`config.mk`:
```
export PLATFORM = sky130hd
export DESIGN_NAME = nibble_deser_4b_5to1
export DESIGN_NICKNAME = d
export VERILOG_FILES = /design/src/rtl/nibble_deser_4b_5to1.sv
export SDC_FILE = /design/constraint.sdc
export NUM_CORES = 1
export LEC_CHECK = 0
export ABC_CLOCK_PERIOD_IN_PS = 1780
export CAP_MARGIN = 20
export CORE_MARGIN = 2
export CORE_UTILIZATION = 40
export DETAILED_ROUTE_END_ITERATION = 7
export GPL_TIMING_DRIVEN = 1
export PLACE_DENSITY = 0.74
export SYNTH_ARGS = -nofsm -noshare
export SYNTH_HDL_FRONTEND = slang
export SYNTH_SLANG_ARGS = --single-unit
```
`constraint.sdc`:
```
create_clock -name clk -period 1.78 [get_ports clk]
set_input_delay 0.445 -clock clk [delete_from_list [all_inputs] [get_ports clk]]
set_output_delay 0.445 -clock clk [all_outputs]
set_load 0.03 [all_outputs]
```
`src/rtl/nibble_deser_4b_5to1.sv`:
```
// Nibble deserializer: steers val/rdy nibbles into five rotating lane registers
// and presents the completed 20-bit frame on a val/rdy output.
module nibble_deser_4b_5to1 (
    input  logic       clk,
    input  logic       reset,
    input  logic       in_val,
    output logic       in_rdy,
    input  logic [3:0] in_,
    output logic       out_val,
    input  logic       out_rdy,
    output logic [3:0] out0,
    output logic [3:0] out1,
    output logic [3:0] out2,
    output logic [3:0] out3,
    output logic [3:0] out4,
    output logic [2:0] sel
);

    typedef enum logic {
        FILL = 1'b0,
        FULL = 1'b1
    } state_t;

    state_t     state;
    state_t     state_next;
    logic [2:0] sel_next;
    logic       load;
    logic       in_xfer;
    logic       out_xfer;
    logic [3:0] lane [5];

    assign in_rdy   = (state == FILL) || out_rdy;
    assign out_val  = (state == FULL);
    assign in_xfer  = in_val && in_rdy;
    assign out_xfer = out_val && out_rdy;

    // A FULL-state input transfer always lands in lane 0, because sel rests at 0 while FULL
    always_comb begin
        state_next = state;
        sel_next   = sel;
        load       = 1'b0;
        case (state)
            FILL: begin
                if (in_xfer) begin
                    load = 1'b1;
                    if (sel == 3'd4) begin
                        sel_next   = 3'd0;
                        state_next = FULL;
                    end else begin
                        sel_next = sel + 3'd1;
                    end
                end
            end
            FULL: begin
                if (out_xfer) begin
                    state_next = FILL;
                    if (in_xfer) begin
                        load     = 1'b1;
                        sel_next = 3'd1;
                    end
                end
            end
            default: begin
                state_next = FILL;
                sel_next   = 3'd0;
            end
        endcase
    end

    always_ff @(posedge clk) begin
        if (reset) begin
            state <= FILL;
            sel   <= 3'd0;
        end else begin
            state <= state_next;
            sel   <= sel_next;
        end
    end

    always_ff @(posedge clk) begin
        if (reset) begin
            for (int i = 0; i < 5; i++) begin
                lane[i] <= 4'h0;
            end
        end else if (load) begin
            for (int i = 0; i < 5; i++) begin
                if (sel == 3'(i)) begin
                    lane[i] <= in_;
                end
            end
        end
    end

    assign out0 = lane[0];
    assign out1 = lane[1];
    assign out2 = lane[2];
    assign out3 = lane[3];
    assign out4 = lane[4];

endmodule

```
==> out/qor.csv, run 1 <==
metric,value,unit
slowest cell delay on critical path,0.67,ns
top_reg_cell synth,edfxtp_1,
Total Routing Usage GR,0.1392,
unrepaired setup endpoints after global routing,true,
Critical-path top delay cell,clkdlybuf4s50_1,
CP Buf/Inv Count,1,
I/O Buffers,32,
DR WL/cell,13.73,um
sequential share of the synthesized area,0.6974,
Clock Path Buffers,2,
DP Cell Count,126,
Layout Cell Area excl Fill,1428,um^2
DR pass1 iterations,4,
worst IR drop on VDD,0.5157,mV
hold wc startpoint,sel[1]$_SDFFE_PP0P_,
Setup crit start,lane[0][6]$_DFFE_PP_,
ANT nets after route,0,
Leakage Power,0.7342,nW
Initial Util,0.4329,
Antenna Cells,0,
vias per inst,5.000,
register bit total from synthesis,24,
status,"finished, final reports clean",
"Hold-fix buffers, CTS",0,
CP Launch Type,flop,
type of the worst min-delay path,flop to flop,
dpl ws,-0.2312,ns
minimum clock period,1.742,ns
slew margin rel.,0.7643,
row count,17,
root buf cell,clkbuf_4,
Post-Syn Area per Cell,15.49,um^2
worst-margin pin slew,0.3536,ns
Fin Hold WS,0.5527,ns
Hold Fails Final Rpt,0,
Layout area overhead,46.28,%
first-pass GRT wire length,2.773,mm
fmax,574.0,MHz
largest area contributor in the netlist,edfxtp_1,
critical path peak fanout,1,
crit end category,primary output,
1st-iter DRT viols,14,
final core occ,0.6332,
Power Density,772.1,nW/um^2
non-filler instance count after layout,131,
total CTS buffers,3,
total length of routed wires,1.799,mm
yosys warns,0,
Post-synth EDFFs,20,
Post-Synthesis Cells,63,
vias post-DR,655,
max-cap violations,0,
Fillers,193,
Synth top area share,0.6154,
Die X,53.40,um
"critical path, cell by cell",clkdlybuf4s50_1,
most frequent cell after synthesis,edfxtp_1,
vias in the first global route,630,
gp weighted congestion,0.7427,
# IOs,33,
antenna violations before repair,0,
placed cell areas,1355,um^2
Area contributors post-synth,"edfxtp_1 62%, dfxtp_1 8.2%, ha_1 6.4%, a2111oi_4 2.8%, and2_1 2.6%",
Die ar.,2851,um^2
most common library cells after synthesis,"20 x edfxtp_1, 5 x ha_1, 5 x inv_1",
CTS Sinks,24,
Synth Net Count,76,
fin crit share,0.9788,
crit-path leading delay family,buffers and inverters,
Reg-to-Reg Start,sel[1]$_SDFFE_PP0P_,
Netlist Area Pre-Place,975.9,um^2
worst clock skew,0.0009592,ns
# DRC,0,
final setup vio count,0,
Async SR Flop Fraction,0,
Setup CP Type,flop to primary output,
share of layout cells above drive strength 1,0.1650,
pins over their slew limit,0,
synth unique cells,22,
critical path required time,1.33,ns
largest net degree at the start of global routing,13,
Worst Path Arrival,1.30,ns
Die Span Y,53.40,um
core area,2255,um^2
PnR worst setup slack,0.03771,ns
Clock Pin Slew Worst Setup and Hold Paths,0.11,ns
grt ovf,0,
NumNets Final,118,
TritonCTS clock tree,done,
Worst-Skew Late Latency,0.29,ns
H-tree depth,1,
cells by family after synthesis:
group / after synthesis / synth area share
adder cells (fa/ha/maj): 5 / 0.06410
AND/OR/NAND/NOR: 13 / 0.07435
AO/OA/AOI/OAI: 15 / 0.1410
buffers and inverters: 6 / 0.02308
flip-flops: 24 / 0.6974
worst register-to-register path: stages (launching register included):
cell	delay, ns
dfxtp_1	0.41
ha_1	0.20
ha_1	0.17
nor2_1	0.07
a2111oi_4	0.38
and2_1	0.27
path summary, 6_finish.rpt:
path	endpoint	slack [ns]	depth (start not counted)
setup / recovery	out1[2]	0.04	1
hold reg to reg	sel[1]$_SDFFE_PP0P_	0.55	2
hold / removal	sel[1]$_SDFFE_PP0P_	0.55	2
setup reg to reg	lane[0][18]$_DFFE_PP_	0.12	5
flip-flops by register name, summed over array words and instances, names as in the netlist:
register  flops
sel           3
lane         20
out_val       1
metrics by stage:
| stage | power (W) | TNS [ns] |
|---|---|---|
| after global placement | 0.0009183 | -6.045 |
| after detailed placement | 0.0009200 | -7.218 |
| final | 0.001102 | 0 |
| after CTS | 0.001118 | 0 |
| after floorplan | 0.0008129 | 0 |
| after global routing | 0.001163 | -0.1772 |
per-layer routing:
| layer | GRT usage | share of wire | up-vias | wire [um] |
|---|---|---|---|---|
| li1 | - | - | 318 | - |
| met1 | 0.1581 | 0.40 | 308 | 724 |
| met2 | 0.2572 | 0.51 | 29 | 920 |
| met3 | 0.03107 | 0.086 | 0 | 154 |
| met4 | 0.03846 | 0 | 0 | 0 |
| met5 | 0 | 0 | - | 0 |
what timing repair did:
item | in CTS | in global routing
setup buffers | 2 | 0
setup endpoints to repair | 6 | 32
pin swaps | 0 | 0
gates resized for setup | 8 | 16
cell usage in the layout, fill, tap and decap left out, types with 2 or more instances in the layout:
cell type         n
edfxtp_1         20
dlymetal6s2s_1   15
clkdlybuf4s50_1  10
dlygate4sd2_1     6
buf_4             6
ha_1              5
inv_1             4
nand3_1           4
dfxtp_1           4
and2_1            3
a21o_1            3
o21ai_0           3
clkbuf_4          3
a21oi_1           2
power breakdown:
| group | total (W) | internal, W | leakage [nW] | switching (W) |
|---|---|---|---|---|
| Combinational | 0.000235 | 0.0000945 | 0.479 | 0.000140 |
| Clock | 0.000206 | 0.0000785 | 0.0138 | 0.000127 |
| Sequential | 0.000662 | 0.000650 | 0.241 | 0.0000118 |
| Total | 0.00110 | 0.000823 | 0.734 | 0.000279 |
area by class of cell:
class / instances / area, um^2 / area share
Inverter: 5 / 18.77 / 0.01315
Tap cell: 28 / 35.03 / 0.02454
Multi-Input combinational cell: 33 / 274.0 / 0.1919
Timing Repair Buffer: 38 / 396.6 / 0.2778
Sequential cell: 24 / 680.7 / 0.4768
Clock buffer: 3 / 22.52 / 0.01578
Note: power is estimated with default switching activity, not from simulation.
==> run 2: changes to the inputs <==
--- a/config.mk
+++ b/config.mk
@@ -6,7 +6,7 @@
 export NUM_CORES = 1
 export LEC_CHECK = 0
 export ABC_CLOCK_PERIOD_IN_PS = 1780
-export CAP_MARGIN = 20
+export CAP_MARGIN = 30
 export CORE_MARGIN = 2
 export CORE_UTILIZATION = 40
 export DETAILED_ROUTE_END_ITERATION = 7
==> results of run 2 <==
Final layout, timing and power as in run 1 (identical DEF).
==> run 3: changes to the inputs <==
--- a/config.mk
+++ b/config.mk
@@ -9,9 +9,11 @@
 export CAP_MARGIN = 30
 export CORE_MARGIN = 2
 export CORE_UTILIZATION = 40
+export CTS_CLUSTER_DIAMETER = 60
 export DETAILED_ROUTE_END_ITERATION = 7
 export GPL_TIMING_DRIVEN = 1
 export PLACE_DENSITY = 0.74
+export SLEW_MARGIN = 20
 export SYNTH_ARGS = -nofsm -noshare
 export SYNTH_HDL_FRONTEND = slang
 export SYNTH_SLANG_ARGS = --single-unit
==> results of run 3 <==
Final layout, timing and power as in run 1 (identical DEF).
